[src/rtl/mem_pkg.sv]
// Shared types and constants for the instruction/data SRAM arbiter.
package mem_pkg;

  // Which requester owns the read data returning this cycle.
  typedef enum logic [1:0] {
    RSP_NONE,
    RSP_IF,
    RSP_D
  } rsp_owner_t;

  // Byte enables used for every read and every fetch.
  localparam logic [3:0] MEM_BE_ALL = 4'b1111;

  // Width of the data-grant streak counter (holds MAX_D_STREAK up to 15).
  localparam int unsigned STREAK_W = 4;

endpackage

[src/rtl/mem_arbiter_if.sv]
// Bundle of the fetch port, data port and SRAM port seen by the arbiter.
interface mem_arbiter_if;

  // Fetch port
  logic        if_req;
  logic [31:0] if_addr;
  logic        if_gnt;
  logic        if_rvalid;
  logic [31:0] if_rdata;

  // Load/store port
  logic        d_req;
  logic        d_we;
  logic [31:0] d_addr;
  logic [31:0] d_wdata;
  logic [3:0]  d_be;
  logic        d_gnt;
  logic        d_rvalid;
  logic [31:0] d_rdata;

  // SRAM port
  logic        mem_en;
  logic        mem_we;
  logic [31:0] mem_addr;
  logic [31:0] mem_wdata;
  logic [3:0]  mem_be;
  logic [31:0] mem_rdata;

  // Core plus SRAM side: drives requests and SRAM read data.
  modport master (
    output if_req, if_addr,
    output d_req, d_we, d_addr, d_wdata, d_be,
    output mem_rdata,
    input  if_gnt, if_rvalid, if_rdata,
    input  d_gnt, d_rvalid, d_rdata,
    input  mem_en, mem_we, mem_addr, mem_wdata, mem_be
  );

  // Arbiter side.
  modport slave (
    input  if_req, if_addr,
    input  d_req, d_we, d_addr, d_wdata, d_be,
    input  mem_rdata,
    output if_gnt, if_rvalid, if_rdata,
    output d_gnt, d_rvalid, d_rdata,
    output mem_en, mem_we, mem_addr, mem_wdata, mem_be
  );

endinterface

[src/rtl/mem_arbiter.sv]
// Arbitrates one single-port synchronous SRAM between instruction fetch and
// load/store. Data wins contention; a streak counter forces fetch in after
// MAX_D_STREAK consecutive data grants taken while fetch was waiting.
// Read data returns one cycle after grant, tagged to the issuing requester.
module mem_arbiter
  import mem_pkg::*;
#(
  parameter int unsigned MAX_D_STREAK = 4
) (
  input  logic         clk,
  input  logic         rst,
  mem_arbiter_if.slave bus
);

  localparam logic [STREAK_W-1:0] MaxStreak = STREAK_W'(MAX_D_STREAK);

  logic [STREAK_W-1:0] streak_q, streak_d;
  rsp_owner_t          rsp_q, rsp_d;
  logic                if_gnt, d_gnt;

  // Grant decision: data first unless fetch has been starved long enough.
  always_comb begin
    if_gnt = 1'b0;
    d_gnt  = 1'b0;
    if (!rst) begin
      if (bus.d_req && (!bus.if_req || (streak_q < MaxStreak))) begin
        d_gnt = 1'b1;
      end else if (bus.if_req) begin
        if_gnt = 1'b1;
      end
    end
  end

  // Next streak count and next response owner.
  always_comb begin
    streak_d = streak_q;
    if (if_gnt || !bus.if_req) begin
      streak_d = '0;
    end else if (d_gnt) begin
      // Cannot wrap: a data grant with fetch waiting implies streak_q < MaxStreak.
      streak_d = streak_q + 1'b1;
    end

    rsp_d = RSP_NONE;
    if (if_gnt) begin
      rsp_d = RSP_IF;
    end else if (d_gnt && !bus.d_we) begin
      rsp_d = RSP_D;
    end
  end

  // SRAM command driven from whichever requester holds the grant.
  always_comb begin
    bus.if_gnt    = if_gnt;
    bus.d_gnt     = d_gnt;
    bus.mem_en    = if_gnt | d_gnt;
    bus.mem_we    = d_gnt & bus.d_we;
    bus.mem_addr  = d_gnt ? {bus.d_addr[31:2], 2'b00} : {bus.if_addr[31:2], 2'b00};
    bus.mem_wdata = d_gnt ? bus.d_wdata : '0;
    bus.mem_be    = (d_gnt && bus.d_we) ? bus.d_be : MEM_BE_ALL;
  end

  // Responses; masking with rst drops a read whose data lands during reset.
  always_comb begin
    bus.if_rvalid = (rsp_q == RSP_IF) && !rst;
    bus.d_rvalid  = (rsp_q == RSP_D) && !rst;
    bus.if_rdata  = bus.mem_rdata;
    bus.d_rdata   = bus.mem_rdata;
  end

  // Streak counter and response owner state.
  always_ff @(posedge clk) begin
    if (rst) begin
      streak_q <= '0;
      rsp_q    <= RSP_NONE;
    end else begin
      streak_q <= streak_d;
      rsp_q    <= rsp_d;
    end
  end

endmodule

[src/flat_wrapper.sv]
// flat-port wrapper written by rule: the top's interface ports become plain ports
module mem_arbiter_flat import mem_pkg::*;
#(
  parameter int unsigned MAX_D_STREAK = 4
)
  (clk, rst, bus_if_req, bus_if_addr, bus_d_req, bus_d_we, bus_d_addr, bus_d_wdata, bus_d_be, bus_mem_rdata, bus_if_gnt, bus_if_rvalid, bus_if_rdata, bus_d_gnt, bus_d_rvalid, bus_d_rdata, bus_mem_en, bus_mem_we, bus_mem_addr, bus_mem_wdata, bus_mem_be);
  mem_arbiter_if bus_i ();
  input  logic clk;
  input  logic rst;
  input wire logic [$bits(bus_i.if_req)-1:0] bus_if_req;
  input wire logic [$bits(bus_i.if_addr)-1:0] bus_if_addr;
  input wire logic [$bits(bus_i.d_req)-1:0] bus_d_req;
  input wire logic [$bits(bus_i.d_we)-1:0] bus_d_we;
  input wire logic [$bits(bus_i.d_addr)-1:0] bus_d_addr;
  input wire logic [$bits(bus_i.d_wdata)-1:0] bus_d_wdata;
  input wire logic [$bits(bus_i.d_be)-1:0] bus_d_be;
  input wire logic [$bits(bus_i.mem_rdata)-1:0] bus_mem_rdata;
  output wire logic [$bits(bus_i.if_gnt)-1:0] bus_if_gnt;
  output wire logic [$bits(bus_i.if_rvalid)-1:0] bus_if_rvalid;
  output wire logic [$bits(bus_i.if_rdata)-1:0] bus_if_rdata;
  output wire logic [$bits(bus_i.d_gnt)-1:0] bus_d_gnt;
  output wire logic [$bits(bus_i.d_rvalid)-1:0] bus_d_rvalid;
  output wire logic [$bits(bus_i.d_rdata)-1:0] bus_d_rdata;
  output wire logic [$bits(bus_i.mem_en)-1:0] bus_mem_en;
  output wire logic [$bits(bus_i.mem_we)-1:0] bus_mem_we;
  output wire logic [$bits(bus_i.mem_addr)-1:0] bus_mem_addr;
  output wire logic [$bits(bus_i.mem_wdata)-1:0] bus_mem_wdata;
  output wire logic [$bits(bus_i.mem_be)-1:0] bus_mem_be;
  assign bus_i.if_req = bus_if_req;
  assign bus_i.if_addr = bus_if_addr;
  assign bus_i.d_req = bus_d_req;
  assign bus_i.d_we = bus_d_we;
  assign bus_i.d_addr = bus_d_addr;
  assign bus_i.d_wdata = bus_d_wdata;
  assign bus_i.d_be = bus_d_be;
  assign bus_i.mem_rdata = bus_mem_rdata;
  assign bus_if_gnt = bus_i.if_gnt;
  assign bus_if_rvalid = bus_i.if_rvalid;
  assign bus_if_rdata = bus_i.if_rdata;
  assign bus_d_gnt = bus_i.d_gnt;
  assign bus_d_rvalid = bus_i.d_rvalid;
  assign bus_d_rdata = bus_i.d_rdata;
  assign bus_mem_en = bus_i.mem_en;
  assign bus_mem_we = bus_i.mem_we;
  assign bus_mem_addr = bus_i.mem_addr;
  assign bus_mem_wdata = bus_i.mem_wdata;
  assign bus_mem_be = bus_i.mem_be;
  mem_arbiter #(.MAX_D_STREAK(MAX_D_STREAK)) u_core (.clk(clk), .rst(rst), .bus(bus_i));
endmodule
[config.mk]
export PLATFORM = sky130hd
export DESIGN_NAME = mem_arbiter_flat
export DESIGN_NICKNAME = d
export VERILOG_FILES = /design/src/rtl/mem_pkg.sv /design/src/rtl/mem_arbiter_if.sv /design/src/rtl/mem_arbiter.sv /design/src/flat_wrapper.sv
export SDC_FILE = /design/constraint.sdc
export NUM_CORES = 1
export LEC_CHECK = 0
export ABC_CLOCK_PERIOD_IN_PS = 2100
export CAP_MARGIN = 15
export CORE_AREA = 3 3 106 108
export DETAILED_ROUTE_END_ITERATION = 6
export DIE_AREA = 0 0 109 111
export PLACE_DENSITY = 0.71
export SYNTH_ARGS = -nofsm -noshare
export SYNTH_HDL_FRONTEND = slang
export SYNTH_SLANG_ARGS = --single-unit
[constraint.sdc]
create_clock -name clk -period 2.1 [get_ports clk]
set_clock_uncertainty 0.2 [all_clocks]
set_input_delay 0.525 -clock clk [delete_from_list [all_inputs] [get_ports clk]]
set_output_delay 0.525 -clock clk [all_outputs]
set_load 0.01 [all_outputs]
==> summary.md, run 1 <==
| Metric | Value |
|---|---|
| Largest net degree at the start of global routing | 9 |
| Number of routed nets with antenna violations | 0 |
| Syn_area_per_cell | 9.23 um^2 |
| Slowest CP cell | mux2_4 |
| Final Worst Setup Slack | -411 ps |
| Worst hold endpoint | u_core.streak_q[0] |
| Post-synthesis async set-or-reset flop share | 0% |
| Ys flop type | dfxtp_1 |
| # rows | 37 |
| Iteration-0 DRC Markers | 19 |
| Largest family of logic cells by synthesized area | buffers and inverters |
| Hold Path Depth | 1 |
| Mux share of post-synthesis cell area | about 30% |
| Status | finished with violations |
| Gpl congestion | ~0.82 |
| Chip Width | between 100 and 150 um |
| CP Class | in -> out |
| Post-Route WL | about 6800 um |
| Failing checks | setup timing |
| Seq/Total Area, Yosys | 7.93% |
| Worst path required time | ~1400 ps |
| R2R setup slack | ~410 ps |
| Yosys Warn Count | 0 |
| Final Max Tran Viols | 0 |
| Longest Clk Path Bufs | 2 |
| Peak supply drop | approximately 0.25 mV |
| Final Core Density | 33.7% |
| Maximum fanout along the worst path | 3 |
| XOR/XNOR Fraction of Synth Area | 0% |
| Pwr Total | 0.000964 W |
| Antenna Cells | 0 |
| Initial antenna violation count | 0 |
| Leakage | between 1.5 and 2 nW |
| Non-Filler Instances | between 400 and 500 |
| CTS Buf Count | 3 |
| CP Launch Type | input port |
| Die Y | roughly 110 um |
| Number of nets in the layout | approximately 440 |
| Hold_buf cts | 0 |
| Via density | between 3 and 4 |
| CTS tree | done |
| DRC Markers | 0 |
| Cells after Synth | ~160 |
| Tcrit/Tclk final | 120% |
| Post-DP HPWL | ~4900 um |
| Dpl cell area | around 0.0029 mm^2 |
| Global-route wire length before repair | slightly below 10000 um |
| Gr ovfl total | 0 |
| Fraction of layout cells with a size suffix above 1 | about three fifths |
| Final setup viols | 68 |
| Worst path arrival time | roughly 1800 ps |
| Worst R2R End | u_core.rsp_q[1] |
| Post-Syn Area | 0.00151 mm^2 |
| Area Overhead vs Synth | 130% |
| Vias after detailed routing | around 1600 |
| Drt first pass iters | 4 |
| Most common cell on crit path | buf_6 |
| Footprint of the multi-input gates | ~900 um^2 |
| Worst-Skew Late Latency | 220 ps |
| Cell Chain, Critical Path | buf_8 > o21ai_2 > and3b_2 > buf_6 > buf_8 > buf_6 > buf_16 > mux2_4 > buf_6 |
| Clock-pin transition on the worst setup and hold timing paths | 30 ps |
| Final Cell Area | ~0.0035 mm^2 |
| RSZ-0062 raised after global routing | true |
| Minimum period implied by the final worst setup slack | 2510 ps |
| R2R depth | 8 |
| Max-Cap Viols | 0 |
| Sequential cell area | 123 um^2 |
| Endpoints failing hold | 0 |
| PortBufs | 172 |
| Initial Utilization | roughly 15% |
| Post-synthesis sequential element count | 6 |
| Placed insts | roughly 400 |
| Fmax | 398 MHz |
| Crit end category | output port |
| Reg2reg start | u_core.streak_q[2] |
| Hold_sp | u_core.streak_q[0] |
| Clock Sinks | 6 |
| Number of synthesized flops with an enable pin | 0 |
| # H-tree levels | 1 |
| Vias in the first global route | around 1900 |
| Synth unique cells | 18 |
| Routed wire per std cell | ~16 um |
| Total GRT Usage | 10.4% |
| Post-Synth Adder-Cell Area | less than 1% |
| Fill cell count | a little over 1000 |
| Hold Crit Class | reg -> reg |
| Compound-Gate Fraction of Synth Area | approximately 1.3% |
| Core Area | just over 0.01 mm^2 |
| Simple-gate portion of the synthesized area | 20.5% |
| I/O pin cnt | ~280 |
| Max incr delay on CP | approximately 300 ps |
| CTS Root Cell | clkbuf_8 |
| Power per cell area | 277 mW/mm^2 |
| DIE AREA | roughly 0.012 mm^2 |
synth_stat cells (2+ instances only):
cell | n | area, um^2
and2_1 | 35 | 219
buf_4 | 66 | 495
clkbuf_1 | 2 | 7.51
mux2_4 | 30 | 450
buf_12 | 3 | 60.1
nor3b_1 | 2 | 15.0
nor2_1 | 3 | 11.3
dfxtp_1 | 6 | 120
buf_6 | 3 | 33.8
a21boi_0 | 2 | 15.0
nand3b_1 | 4 | 30.0
nor2b_1 | 2 | 12.5
final cells by class:
type                            instances  share of cell area, %
Clock buffer                            3                   1.19
Multi-Input combinational cell         86                   25.8
Sequential cell                         6                   3.53
Tap cell                              136                   4.89
Timing Repair Buffer                  203                   64.6
critical path: cells and delay by family:
kind	cells	cell delay, ps
buffers and inverters	6	690
muxes	1	300
and+or+nand+nor	1	230
AOI/OAI and AO/OA	1	40
worst max path at each step:
stage                             startpoint               end  slack (ps)  depth (start not counted)
after floorplan                   bus_if_req  bus_mem_addr[10]          40                          5
after global placement            bus_if_req  bus_mem_addr[23]        -950                          6
after detailed placement          bus_if_req  bus_mem_addr[23]        -960                          6
after CTS                         bus_if_req  bus_mem_addr[12]        -390                          9
after global routing      u_core.streak_q[3]  bus_mem_addr[10]        -450                          8
final                             bus_if_req  bus_mem_addr[10]        -410                          9
logic make-up after synthesis:
kind of cell             after synthesis
multiplexers                          30
flip-flops                             6
other                                  1
buffers and inverters                 74
AND/OR/NAND/NOR                       49
AO/OA/AOI/OAI                          3
adder cells (fa/ha/maj)                1
metrics by stage:
step	setup slack, ps	TNS, ps	hold slack (ps)
5_1_grt	-446	-20310	249
3_5_place_dp	-963	-60960	233
3_3_place_gp	-954	-60370	208
6_report	-411	-17780	241
4_1_cts	-390	-16930	238
2_1_floorplan	41.9	0	198
power breakdown:
group	internal, W	total (W)	switching (W)
clock	0.000123	0.000173	0.0000499
combinational	0.000473	0.000671	0.000198
sequential	0.000118	0.000120	0.00000206
total	0.000714	0.000964	0.000250
layout by cell type, fill, tap and decap left out, types with 3 or more instances in the layout:
cell type / netlist / routed
clkdlybuf4s50_1: 0 / 97
buf_6: 3 / 74
and2_4: 0 / 33
mux2_4: 30 / 30
buf_8: 0 / 7
buf_2: 0 / 6
buf_4: 66 / 6
buf_16: 0 / 5
buf_12: 3 / 5
nand3b_1: 4 / 4
dfxtp_1: 6 / 4
nor2_1: 3 / 3
conb_1: 1 / 3
clkbuf_8: 0 / 3
dlygate4sd2_1: 0 / 3
routing by layer:
layer | GRT usage, % | wire length (um)
met5 | 0 | 0
met4 | 3.87 | 217
met3 | 4.08 | 819
met2 | 19.4 | 3620
met1 | 10.0 | 2150
registers in the layout, indices dropped and copies added (netlist names):
name and count:
u_core.rsp_q 2, u_core.streak_q 4
timing repair:
item | 4_1_cts | 5_1_grt
hold endpoints to repair | 0 | 0
buffers inserted | 14 | 7
gates cloned | 11 | 0
pin swaps | 25 | 9
resized for setup | 407 | 25
setup endpoints to repair | 72 | 68
(Power assumes the default switching activity.)
==> run 2: changes to the inputs <==
Settings changed: MAX_ROUTING_LAYER from default to met4.
==> summary.md, run 2 (synthesis gave the netlist of run 1 again) <==
| Metric | Value |
|---|---|
| Worst hold slack | 240 ps (-0.527 ps) |
| # H-tree levels | 1 (unchanged) |
| Post-Route WL | 6800 um (-0.16%) |
| Iteration-0 DRC Markers | 18 (-1) |
| Drt first pass iters | 2 (-2) |
| Non-Filler Instances | 434 (unchanged) |
| CTS Root Cell | clkbuf_8 |
| Combinational fraction of design power | 69.6% (about the same) |
| Reg power frac | 12.5% (about the same) |
| Clock Sinks | 6 (unchanged) |
| Area Overhead vs Synth | 130% (unchanged) |
| Number of nets in the layout | 438 (unchanged) |
| Worst path arrival time | 1790 ps (about the same) |
| Endpoints failing hold | 0 (unchanged) |
| Number of flip-flops in the largest register | 4 (unchanged) |
| Chip Width | 109 um (unchanged) |
| Initial antenna violation count | 0 (unchanged) |
| Sw power | 0.000250 W (-0.12%) |
| Internal | 0.000714 W (about the same) |
| Worst R2R End | u_core.rsp_q[1] |
| Vias in the first global route | 1857 (+0.16%) |
| Largest net degree at the start of global routing | 9 (unchanged) |
| Initial Utilization | 14.7% (unchanged) |
| R2R setup slack | 420 ps (about the same) |
| Failing checks | setup timing |
| Fraction of layout cells with a size suffix above 1 | 58.4% (unchanged) |
| R2R depth | 8 (unchanged) |
| Post-DP HPWL | 4920 um (unchanged) |
| Hold_buf cts | 0 (unchanged) |
| PortBufs | 172 (unchanged) |
| Met1 WL | 2280 um (+5.8%) |
| Slowest CP cell | mux2_4 |
| CTS Buf Count | 3 (unchanged) |
| Most common cell on crit path | buf_6 |
| Power per cell area | 277 mW/mm^2 (about the same) |
| Worst-Skew Late Latency | 220 ps (about the same) |
| Placed insts | 406 (unchanged) |
| Maximum fanout along the worst path | 3 (unchanged) |
| Longest Clk Path Bufs | 2 (unchanged) |
| I/O pin cnt | 275 (unchanged) |
| Leakage | 1.56 nW (unchanged) |
| Antenna Cells | 0 (unchanged) |
| # rows | 37 (unchanged) |
| WL met2 | 3620 um (about the same) |
| Clock-pin transition on the worst setup and hold timing paths | 30 ps (about the same) |
| Die Y | 111 um (unchanged) |
| Peak supply drop | 0.248 mV (+0.11%) |
| Final setup viols | 68 (unchanged) |
| Commonest cells after routing, fill and taps aside | 97 x clkdlybuf4s50_1, 74 x buf_6, 33 x and2_4, 30 x mux2_4, 7 x buf_8 |
| Routed wire per std cell | 15.7 um (-0.16%) |
| Final Core Density | 33.7% (unchanged) |
| Cell Chain, Critical Path | buf_8 > o21ai_2 > and3b_2 > buf_6 > buf_8 > buf_6 > buf_16 > mux2_4 > buf_6 |
| Crit end category | output port |
| Clk pwr share | 17.9% (about the same) |
| Vias after detailed routing | 1605 (+0.25%) |
| Final Cell Area | 0.00348 mm^2 (unchanged) |
| DRC Markers | 0 (unchanged) |
| Via density | 3.70 (+0.25%) |
| Fmax | 398 MHz (about the same) |
| Worst path required time | 1370 ps (about the same) |
| Final Max Tran Viols | 0 (unchanged) |
| Final Worst Setup Slack | -410 ps (+0.915 ps) |
| Switching Share | 25.9% (about the same) |
| Max incr delay on CP | 300 ps (about the same) |
| Largest regs | u_core.streak_q: 4 flops, u_core.rsp_q: 2 flops |
| Number of routed nets with antenna violations | 0 (unchanged) |
| Total GRT Usage | 10.7% (+0.28 points) |
| Met3 Routed Length | 682 um (-17%) |
| Fill cell count | 1015 (unchanged) |
| Hold Crit Class | reg -> reg |
| Gr ovfl total | 0 (unchanged) |
| Commonest non-fill, non-tap cell in the layout | clkdlybuf4s50_1 |
| Crit path from | bus_if_req |
| Highest routed metal layer | met4 |
| Core Area | 0.0103 mm^2 (unchanged) |
| Dpl cell area | 0.00289 mm^2 (unchanged) |
| Tcrit/Tclk final | 120% (about the same) |
| Reg2reg start | u_core.streak_q[2] |
| CP Class | in -> out |
| RSZ-0062 raised after global routing | true |
| CTS tree | done |
| Largest Register | u_core.streak_q |
| Footprint of the multi-input gates | 896 um^2 (unchanged) |
| Gpl congestion | 0.828 (+1.5%) |
| Status | finished with violations |
| Sequential cell area | 123 um^2 (unchanged) |
| Max-Cap Viols | 0 (unchanged) |
| Worst setup path end | bus_mem_addr[10] |
| Minimum period implied by the final worst setup slack | 2510 ps (-0.915 ps) |
| DIE AREA | 0.0121 mm^2 (unchanged) |
| CP Launch Type | input port |
| Global-route wire length before repair | 9750 um (-0.21%) |
## run 2: power groups by stage
stage	Combinational (W)	Clock [W]	Sequential, W
floorplan	0.000314	0	0.000121
global placement	0.000527	0	0.000121
detailed placement	0.000533	0	0.000121
CTS	0.000688	0.000178	0.000120
global route	0.000707	0.000186	0.000120
finish	0.000671	0.000173	0.000120
## run 2: worst min-delay path by stage
stage                       start            endpoint  slack (ps)  cells after the start
2_1_floorplan  u_core.streak_q[0]  u_core.streak_q[0]         200                      1
3_3_place_gp   u_core.streak_q[0]  u_core.streak_q[0]         210                      1
3_5_place_dp   u_core.streak_q[0]  u_core.streak_q[0]         230                      1
4_1_cts        u_core.streak_q[0]  u_core.streak_q[0]         240                      1
5_1_grt        u_core.streak_q[0]  u_core.streak_q[0]         250                      1
6_report       u_core.streak_q[0]  u_core.streak_q[0]         240                      1
## run 2: routing by layer
layer | up-vias | global-route usage, %
li1 | 728 | -
met1 | 717 | 10.7
met2 | 142 | 19.4
met3 | 18 | 2.91
met4 | 0 | 3.87
met5 | - | -
## run 2: through the flow
step	power (W)	TNS (ps)	setup WS, ps
after global routing	0.00101	-20340	-446
after detailed placement	0.000654	-60960	-963
after floorplan	0.000435	0	41.9
final	0.000964	-17690	-410
after global placement	0.000649	-60370	-954
after CTS	0.000985	-16930	-390
## run 2: what timing repair did
| item | CTS | global route |
|---|---|---|
| cloned | 11 | 0 |
| gates resized for setup | 407 | 25 |
| pin swaps | 25 | 9 |
| setup endpoints to repair | 72 | 68 |
| buffers inserted | 14 | 7 |
## run 2: worst max-delay path, delay by kind of cell
kind / cells / cell delay [ps]
AOI/OAI and AO/OA: 1 / 40
buffers and inverters: 6 / 690
muxes: 1 / 300
and+or+nand+nor: 1 / 230
## run 2: layout make-up
class / instances / share of cell area (%)
Clock buffer: 3 / 1.19
Multi-Input combinational cell: 86 / 25.8
Sequential cell: 6 / 3.53
Tap cell: 136 / 4.89
Timing Repair Buffer: 203 / 64.6
